===== src/rtl/writeback_stage_pkg.sv =====
// Shared widths, output-port state encoding and result-select helper for the writeback stage.
package writeback_stage_pkg;

  localparam int DATA_W    = 16;
  localparam int REG_IDX_W = 3;
  localparam int OUTCNT_W  = 8;

  typedef enum logic {
    OUT_IDLE = 1'b0,
    OUT_HOLD = 1'b1
  } out_state_e;

  function automatic logic [DATA_W-1:0] select_result(
    input logic              mem_to_reg,
    input logic [DATA_W-1:0] alu_result,
    input logic [DATA_W-1:0] mem_data
  );
    return mem_to_reg ? mem_data : alu_result;
  endfunction

endpackage


===== src/rtl/out_port_ctrl.sv =====
// Output-port handshake: IDLE/HOLD state, held port data and acknowledged-transfer counter.
module out_port_ctrl
  import writeback_stage_pkg::*;
(
  input  logic                clk_i,
  input  logic                rst_ni,
  input  logic                load_i,
  input  logic [DATA_W-1:0]   data_i,
  input  logic                out_ack_i,
  output logic [DATA_W-1:0]   out_port_o,
  output logic                out_valid_o,
  output logic [OUTCNT_W-1:0] out_count_o
);

  out_state_e          state_q, state_d;
  logic [DATA_W-1:0]   port_q, port_d;
  logic [OUTCNT_W-1:0] count_q, count_d;

  // Next state, next port data and counter update.
  always_comb begin
    state_d = state_q;
    port_d  = port_q;
    count_d = count_q;
    case (state_q)
      OUT_IDLE: begin
        if (load_i) begin
          state_d = OUT_HOLD;
          port_d  = data_i;
        end else begin
          state_d = OUT_IDLE;
        end
      end
      OUT_HOLD: begin
        if (out_ack_i) begin
          count_d = count_q + OUTCNT_W'(1);
          if (load_i) begin
            state_d = OUT_HOLD;
            port_d  = data_i;
          end else begin
            state_d = OUT_IDLE;
          end
        end else begin
          state_d = OUT_HOLD;
        end
      end
      default: begin
        state_d = OUT_IDLE;
      end
    endcase
  end

  // State, port and counter registers with synchronous reset.
  always_ff @(posedge clk_i) begin
    if (!rst_ni) begin
      state_q <= OUT_IDLE;
      port_q  <= {DATA_W{1'b0}};
      count_q <= {OUTCNT_W{1'b0}};
    end else begin
      state_q <= state_d;
      port_q  <= port_d;
      count_q <= count_d;
    end
  end

  assign out_port_o  = port_q;
  assign out_valid_o = (state_q == OUT_HOLD);
  assign out_count_o = count_q;

endmodule


===== src/rtl/writeback_stage.sv =====
// Writeback stage: result mux, WB register driving the register file, and the OUT port.
module writeback_stage
  import writeback_stage_pkg::*;
(
  input  logic                 clk,
  input  logic                 rst,
  input  logic                 inValid,
  input  logic                 wbEn,
  input  logic                 memToReg,
  input  logic                 outEn,
  input  logic [REG_IDX_W-1:0] Rdst,
  input  logic [DATA_W-1:0]    aluResult,
  input  logic [DATA_W-1:0]    memData,
  input  logic                 outAck,
  output logic                 regWrite,
  output logic [REG_IDX_W-1:0] RdstOut,
  output logic [DATA_W-1:0]    writeData,
  output logic [DATA_W-1:0]    outPort,
  output logic                 outValid,
  output logic                 stall,
  output logic [OUTCNT_W-1:0]  outCount
);

  logic                 wb_en_q, wb_en_d;
  logic [REG_IDX_W-1:0] rdst_q, rdst_d;
  logic [DATA_W-1:0]    data_q, data_d;
  logic [DATA_W-1:0]    result_s;
  logic                 accept_s;
  logic                 out_valid_s;

  assign result_s = select_result(memToReg, aluResult, memData);
  // Only an OUT entry meeting an occupied, unacknowledged port holds the pipeline.
  assign stall    = inValid & outEn & out_valid_s & ~outAck;
  assign accept_s = inValid & ~stall;

  // WB register next state: capture on accept, otherwise a bubble that keeps index/data.
  always_comb begin
    wb_en_d = 1'b0;
    rdst_d  = rdst_q;
    data_d  = data_q;
    if (accept_s) begin
      wb_en_d = wbEn;
      rdst_d  = Rdst;
      data_d  = result_s;
    end else begin
      wb_en_d = 1'b0;
    end
  end

  // WB register with synchronous reset.
  always_ff @(posedge clk) begin
    if (!rst) begin
      wb_en_q <= 1'b0;
      rdst_q  <= {REG_IDX_W{1'b0}};
      data_q  <= {DATA_W{1'b0}};
    end else begin
      wb_en_q <= wb_en_d;
      rdst_q  <= rdst_d;
      data_q  <= data_d;
    end
  end

  assign regWrite  = wb_en_q;
  assign RdstOut   = rdst_q;
  assign writeData = data_q;
  assign outValid  = out_valid_s;

  out_port_ctrl u_out_port_ctrl (
    .clk_i       (clk),
    .rst_ni      (rst),
    .load_i      (accept_s & outEn),
    .data_i      (result_s),
    .out_ack_i   (outAck),
    .out_port_o  (outPort),
    .out_valid_o (out_valid_s),
    .out_count_o (outCount)
  );

endmodule


===== config.mk =====
export PLATFORM = sky130hd
export DESIGN_NAME = writeback_stage
export DESIGN_NICKNAME = d
export VERILOG_FILES = /design/src/rtl/writeback_stage_pkg.sv /design/src/rtl/out_port_ctrl.sv /design/src/rtl/writeback_stage.sv
export SDC_FILE = /design/constraint.sdc
export NUM_CORES = 1
export LEC_CHECK = 0
export BUFFER_PORTS_ARGS = -buffer_cell sky130_fd_sc_hd__buf_2
export CAP_MARGIN = 0
export CORE_UTILIZATION = 41
export DETAILED_ROUTE_END_ITERATION = 16
export GPL_TIMING_DRIVEN = 0
export PLACE_DENSITY = 0.82
export SYNTH_ARGS = -nofsm -noshare
export SYNTH_HDL_FRONTEND = slang
export SYNTH_SLANG_ARGS = --single-unit
export TNS_END_PERCENT = 30

===== constraint.sdc =====
create_clock -name clk -period 1.44 [get_ports clk]
set_clock_uncertainty 0.2 [all_clocks]
set_input_delay 0.432 -clock clk [delete_from_list [all_inputs] [get_ports clk]]
set_output_delay 0.432 -clock clk [all_outputs]
set_load 0.01 [all_outputs]

==> summary.md, run 1 <==
| Metric | Value |
|---|---|
| Commonest cells post-synth | `45 x dfxtp_1, 42 x a21oi_1, 22 x a211oi_1, 16 x mux2i_1, 10 x a211oi_2` |
| Most common cell in the synthesized netlist | `dfxtp_1` |
| Maximum VDD drop | `0.6868 mV` |
| Gp weighted congestion | `0.8117` |
| TritonCTS clock tree | `built` |
| Status | `finished, violations left` |
| First-iteration detailed-routing DRC count | `78` |
| Share of layout cells above drive strength 1 | `0.5495` |
| Fin nets | `335` |
| Largest stage delay, worst path | `0.36 ns` |
| Worst Setup Slack, final | `-0.2364 ns` |
| Endpoints failing hold | `0` |
| Finished Cell Area | `0.002809 mm2` |
| Number of synthesized flops with an enable pin | `0` |
| CP max stage cell | `dfxtp_4` |
| First-pass GRT wire length | `8273 um` |
| Die W | `70.22 um` |
| Gr usage total | `0.2125` |
| Initial antenna violation count | `0` |
| WL/cell | `15.39 um` |
| Synthesized cell area | `0.001908 mm2` |
| Hold-fix buffers, CTS | `0` |
| Register area share after synthesis | `0.4721` |
| Root buffer cell | `clkbuf_8` |
| Critical Path AT | `1.04 ns` |
| Worst Path Buf+Inv | `3` |
| Vias/cell | `5.423` |
| Antenna Nets Post-Route | `0` |
| Gr ovfl total | `0` |
| Synth top area cells | `dfxtp_1 47%, a21oi_1 11%, a211oi_1 8.7%` |
| Initial Utilization | `0.4323` |
| Crit-path leading delay family | `buffers and inverters` |
| Relative slew margins | `0.5438` |
| Core area | `0.004414 mm2` |
| Die footprint | `0.004931 mm2` |
| # setup viols final | `24` |
| Tmin final | `1.676 ns` |
| Top cell type's share of synthesized area | `0.4721` |
| Row count | `24` |
| Drt total wl | `5311 um` |
| Leakage | `0.001240 uW` |
| Clk sinks | `45` |
| Max Clock Freq | `596.5 MHz` |
| I/O pin total | `88` |
| Main flop type after synthesis | `dfxtp_1` |
| Clock Path Buffers | `2` |
| Critical path class | `flop to primary output` |
| PD cells | `957.4 mW/mm2` |
| Post-Syn Area per Cell | `9.886 um2` |
| Largest net degree at the start of global routing | `15` |
| Max cap viols | `0` |
| CP Capture Type | `primary output` |
| Top cell type by total area after synthesis | `dfxtp_1` |
| Cts bufs inserted | `5` |
| Worst Tran Pin Value | `0.6843 ns` |
| Setup crit start kind | `flop` |
| Post-synth ARST share | `0` |
| Clock latency at the later pin of the worst-skew pair | `0.30 ns` |
| Post-Syn Nets | `236` |
| Synth Warn # | `0` |
| Drt drc | `0` |
| Die H | `70.22 um` |
| Vias in the first global route | `1815` |
| Data required, critical path | `0.81 ns` |
| #FFs+latches synth | `45` |
| Layout Cells excl Fill | `345` |
| Dpl hpwl | `3748 um` |
| Synth cell types | `30` |
| DRT Pass-1 Iters | `4` |
| Worst-path fanout max | `6` |
| H-tree levels | `2` |
| Port Buffers | `86` |
| Fin util | `0.6363` |
| ANT cells | `0` |
| Failing checks | `negative setup slack` |
| Placed instance area | `0.002437 mm2` |
| RSZ-0062 raised after global routing | `yes` |
| Clk slew on worst S/H paths | `0.08 ns` |
| Area growth syn-to-layout | `47.21%` |
| Cells after synthesis | `193` |
| Inst Count DP | `331` |
| Critical path, cell by cell | `buf_4 > buf_8 > buf_2` |
| Fin. max-slew vios | `0` |
| Fin crit share | `1.164` |
| Via count | `1871` |
| Worst Hold Class | `input port to flop` |
-- power by group --
group | leakage (uW) | total (uW) | internal (uW) | switching (uW)
sequential | 0.000380 | 1350 | 1310 | 41.1
clock | 0.0000512 | 813 | 389 | 424
combinational | 0.000809 | 522 | 244 | 277
-- area by class of cell --
class | instances | area [um2]
fill | 365 | 1605
multi-input combinational | 129 | 997.2
sequential | 45 | 937.1
timing repair buffer | 94 | 579.3
buffer | 14 | 122.6
clock buffer | 6 | 82.58
tap | 52 | 65.06
clock inverter | 2 | 13.76
inverter | 3 | 11.26
-- kinds of logic (layout without fill, tap and decap cells) --
logic type | Yosys count | after routing | share of synthesized area
AO/OA/AOI/OAI | 82 | 82 | 0.2859
XOR/XNOR | 2 | 2 | 0.009182
adder cells (fa/ha/maj) | 1 | 1 | 0.006556
buffers and inverters | 19 | 119 | 0.05508
flip-flops | 45 | 45 | 0.4721
multiplexers | 16 | 16 | 0.08393
AND/OR/NAND/NOR | 28 | 28 | 0.08722
-- placed cells by master (no fill, tap or decap), types with 2 or more instances in the layout --
cell type / Yosys / final
a211oi_2: 10 / 15
dfxtp_1: 45 / 28
nor2_4: 0 / 2
or4_4: 0 / 2
mux2i_1: 16 / 11
a21oi_2: 0 / 2
o31ai_1: 2 / 2
buf_4: 1 / 5
dfxtp_2: 0 / 11
nor2_1: 3 / 2
o21ai_0: 6 / 5
nand3_1: 7 / 7
buf_8: 0 / 3
a211oi_1: 22 / 17
buf_2: 6 / 78
mux2i_2: 0 / 5
or3_1: 2 / 2
xor2_1: 2 / 2
buf_6: 3 / 14
inv_1: 2 / 2
clkbuf_1: 6 / 5
clkbuf_8: 0 / 6
dfxtp_4: 0 / 6
a21oi_1: 42 / 40
nand2_1: 3 / 2
nand4_1: 2 / 2
-- worst register-to-register path: stages (launching register included) --
cell      delay (ns)
dfxtp_4         0.36
buf_4           0.13
buf_8           0.13
and3b_2         0.24
nor2_4          0.20
buf_6           0.16
a211oi_1        0.07
-- state kept, by name, summed over array words and instances (netlist names) --
| register | cells |
|---|---|
| u_out_port_ctrl.out_count_o | 8 |
| u_out_port_ctrl.out_port_o | 16 |
| u_out_port_ctrl.out_valid_o | 1 |
| writeData | 16 |
| RdstOut | 3 |
| regWrite | 1 |
-- timing repair --
action | in CTS | in global routing
gates cloned | 0 | 2
buffers inserted | 5 | 2
pin swaps | 2 | 2
resized for setup | 30 | 38
setup endpoints to repair | 36 | 59
-- final timing paths --
| kind | start | to | slack, ns | depth (start not counted) |
|---|---|---|---|---|
| setup reg to reg | u_out_port_ctrl.out_valid_o$_SDFF_PN0_ | writeData[4]$_SDFFE_PN0N_ | -0.16 | 6 |
| hold / removal | wbEn | regWrite$_SDFF_PN0_ | 0.16 | 2 |
| hold reg to reg | RdstOut[1]$_SDFFE_PN0N_ | RdstOut[1]$_SDFFE_PN0N_ | 0.28 | 2 |
| setup / recovery | u_out_port_ctrl.out_valid_o$_SDFF_PN0_ | outValid | -0.24 | 3 |
-- per-stage QoR --
| step | worst slack, ns | TNS (ns) | total power, uW | hold slack (ns) |
|---|---|---|---|---|
| finish | -0.2364 | -3.620 | 2689 | 0.1639 |
| global route | -0.2640 | -4.853 | 2799 | 0.1782 |
| CTS | -0.2198 | -1.919 | 2670 | 0.1629 |
| detailed placement | -0.4185 | -11.66 | 1838 | 0.2658 |
| global placement | -0.3938 | -10.80 | 1824 | 0.2579 |
| floorplan | -0.08994 | -1.849 | 1650 | 0.2959 |
-- per-layer routing --
layer  GRT usage  vias up  routed length, um  part of all wire
met3     0.05195        9                248             0.047
met2      0.3534       65               2718              0.51
met1      0.2547      876               2256              0.42
met4      0.1022        0                 87             0.016
met5           0        -                  0                 0
li1            -      921                  -                 -
(Power assumes the default switching activity.)
==> run 2: changes to the inputs <==
--- a/config.mk
+++ b/config.mk
@@ -7,6 +7,7 @@
 export LEC_CHECK = 0
 export BUFFER_PORTS_ARGS = -buffer_cell sky130_fd_sc_hd__buf_2
 export CAP_MARGIN = 0
+export CORE_MARGIN = 10
 export CORE_UTILIZATION = 41
 export DETAILED_ROUTE_END_ITERATION = 16
 export GPL_TIMING_DRIVEN = 0
==> run 2 against run 1 <==
The run still ends with negative setup slack left. Via count is 2.4% lower. Sequential power about the same. Highest routed layer unchanged. Wire length increased by 9.0%. Power increased by 3.9%. Register-to-register slack better by 0.05 ns. Hold slack improved by 0.013 ns. Clock-buffer cell count rose by 1. Setup slack better by 0.034 ns. Clock power rose by 18%. Cell area fell by 2.7%. Final cell count shrank 0.58%. Die area up 58%.
==> summary.md, run 2 (same netlist as run 1, synthesis figures left out) <==
| Metric | Value |
|---|---|
| Core area | `0.004444 mm2 (was 0.004414 mm2)` |
| Clock latency at the later pin of the worst-skew pair | `0.29 ns (was 0.30 ns)` |
| Layout Cells excl Fill | `343 (was 345)` |
| Via count | `1827 (was 1871)` |
| Tmin final | `1.643 ns (was 1.676 ns)` |
| TritonCTS clock tree | `built (unchanged)` |
| RSZ-0062 raised after global routing | `yes (unchanged)` |
| Drt total wl | `5788 um (was 5311 um)` |
| Cts bufs inserted | `5 (unchanged)` |
| Fillers | `393 (was 365)` |
| Drt drc | `0 (unchanged)` |
| Clk sinks | `45 (unchanged)` |
| Sequential power share | `0.483 (was 0.504)` |
| Die W | `88.22 um (was 70.22 um)` |
| Clk slew on worst S/H paths | `0.08 ns (about the same)` |
| Relative slew margins | `0.5997 (was 0.5438)` |
| Row count | `24 (unchanged)` |
| Power share of the combinational group | `0.173 (was 0.194)` |
| Clock Path Buffers | `2 (unchanged)` |
| Gp weighted congestion | `0.7885 (was 0.8117)` |
| First-pass GRT wire length | `9101 um (was 8273 um)` |
| WL/cell | `16.87 um (was 15.39 um)` |
| Critical Path AT | `1.01 ns (was 1.04 ns)` |
| Data required, critical path | `0.81 ns (about the same)` |
| Gr ovfl total | `0 (unchanged)` |
| Area growth syn-to-layout | `43.21% (was 47.21%)` |
| H-tree levels | `2 (unchanged)` |
| PD cells | `1023 mW/mm2 (was 957.4 mW/mm2)` |
| Failing checks | `negative setup slack (unchanged)` |
| Fin nets | `333 (was 335)` |
| Maximum VDD drop | `0.5592 mV (was 0.6868 mV)` |
| P_int | `2099 uW (was 1947 uW)` |
| Status | `finished, violations left (unchanged)` |
| Sw Pwr | `696.1 uW (was 742.1 uW)` |
| DRT Pass-1 Iters | `4 (unchanged)` |
| Die footprint | `0.007783 mm2 (was 0.004931 mm2)` |
| Gr usage total | `0.1449 (was 0.2125)` |
| Worst Setup Slack, final | `-0.2025 ns (was -0.2364 ns)` |
| First-iteration detailed-routing DRC count | `91 (was 78)` |
| Setup TNS | `-1.132 ns (was -3.620 ns)` |
| Max cap viols | `0 (unchanged)` |
| Max Clock Freq | `608.8 MHz (was 596.5 MHz)` |
| Critical path class | `flop to primary output (unchanged)` |
| Worst Tran Pin Value | `0.6004 ns (was 0.6843 ns)` |
| Initial Utilization | `0.4293 (was 0.4323)` |
| Commonest non-fill, non-tap cell in the layout | `buf_2 (unchanged)` |
| # setup viols final | `27 (was 24)` |
| Worst-path fanout max | `2 (was 6)` |
| ANT cells | `0 (unchanged)` |
| Fin crit share | `1.141 (was 1.164)` |
| Inst Count DP | `331 (unchanged)` |
| Die H | `88.22 um (was 70.22 um)` |
| CP Capture Type | `primary output (unchanged)` |
| Leakage | `0.001212 uW (was 0.001240 uW)` |
| Setup crit start kind | `flop (unchanged)` |
| Worst Hold Class | `input port to flop (unchanged)` |
| Fin. max-slew vios | `0 (unchanged)` |
| Root buffer cell | `clkbuf_8 (unchanged)` |
| Commonest non-fill, non-tap cells in the layout | `76 x buf_2, 40 x a21oi_1, 31 x dfxtp_1 (was 78 x buf_2, 40 x a21oi_1, 28 x dfxtp_1)` |
| Vias in the first global route | `1853 (was 1815)` |
| Share of layout cells above drive strength 1 | `0.5017 (was 0.5495)` |
| Port Buffers | `86 (unchanged)` |
| Initial antenna violation count | `0 (unchanged)` |
| Vias/cell | `5.327 (was 5.423)` |
| Switching portion of total power | `0.2490 (was 0.2759)` |
| Clk pwr share | `0.343 (was 0.302)` |
| Multi-input gate area | `949.7 um2 (was 997.2 um2)` |
| Reg area | `933.4 um2 (was 937.1 um2)` |
| I/O pin total | `88 (unchanged)` |
| Antenna Nets Post-Route | `0 (unchanged)` |
| Largest net degree at the start of global routing | `14 (was 15)` |
| Dpl hpwl | `4569 um (was 3748 um)` |
| Endpoints failing hold | `0 (unchanged)` |
==> run 2: cell count changes in the layout (fill, tap and decap cells not counted), sizes merged <==
cell and delta:
clkinv -2, bufinv +1, clkbuf +1, buf -2
==> run 2: worst paths after layout <==
path / to / from / slack, ns / cells after the start
min reg2reg: RdstOut[2]$_SDFFE_PN0N_ / RdstOut[2]$_SDFFE_PN0N_ / 0.28 / 2
max: stall / u_out_port_ctrl.out_valid_o$_SDFF_PN0_ / -0.20 / 4
max reg2reg: u_out_port_ctrl.out_count_o[7]$_SDFFE_PN0P_ / u_out_port_ctrl.out_valid_o$_SDFF_PN0_ / -0.11 / 4
min: regWrite$_SDFF_PN0_ / wbEn / 0.18 / 2
==> run 2: power groups by stage <==
stage	Clock, uW	Combinational [uW]	Sequential [uW]
2_1_floorplan	0	225	1420
3_3_place_gp	0	450	1380
3_5_place_dp	0	458	1390
4_1_cts	983	479	1350
5_1_grt	1030	529	1360
6_report	960	485	1350
==> run 2: layout make-up <==
class,count,area share
inverters,3,0.004121
well taps,52,0.02381
clock buffers,7,0.03159
repair buffers,91,0.1951
flip-flops and latches,45,0.3416
clock inverters,1,0.01099
multi-input cells,129,0.3475
plain buffers,15,0.04533
==> run 2: repair_timing <==
action                     in CTS  in global routing
cloned                          0                  0
gates resized for setup        23                 24
buffers inserted                4                  1
hold endpoints to repair        0                  0
pin swaps                       1                  1
setup endpoints to repair      36                 53
hold buffers                    0                  0
==> run 2: metrics by stage <==
stage	hold slack (ns)	setup WS, ns	utilization	instance area [um2]	total power [uW]
final	0.1766	-0.2025	0.6149	2733	2795
after global routing	0.1797	-0.2435	0.6149	2733	2920
after CTS	0.1712	-0.2167	0.5940	2640	2815
after detailed placement	0.2735	-0.3967	0.5484	2437	1847
after global placement	0.2571	-0.3983	0.5484	2437	1835
after floorplan	0.2959	-0.08994	-	1942	1650
==> run 2: critical path, cell delays in order (launching register included) <==
cell and delay [ns]:
dfxtp_4 0.36, nand2b_4 0.06, buf_8 0.12, nor2_4 0.07
buf_6 0.10
==> run 2: metal layers <==
layer / global-route usage / up-vias / wire length (um)
li1: - / 917 / -
met1: 0.1679 / 845 / 2331
met2: 0.2438 / 56 / 2867
met3: 0.04688 / 9 / 479
met4: 0.05433 / 0 / 109
met5: 0 / - / 0
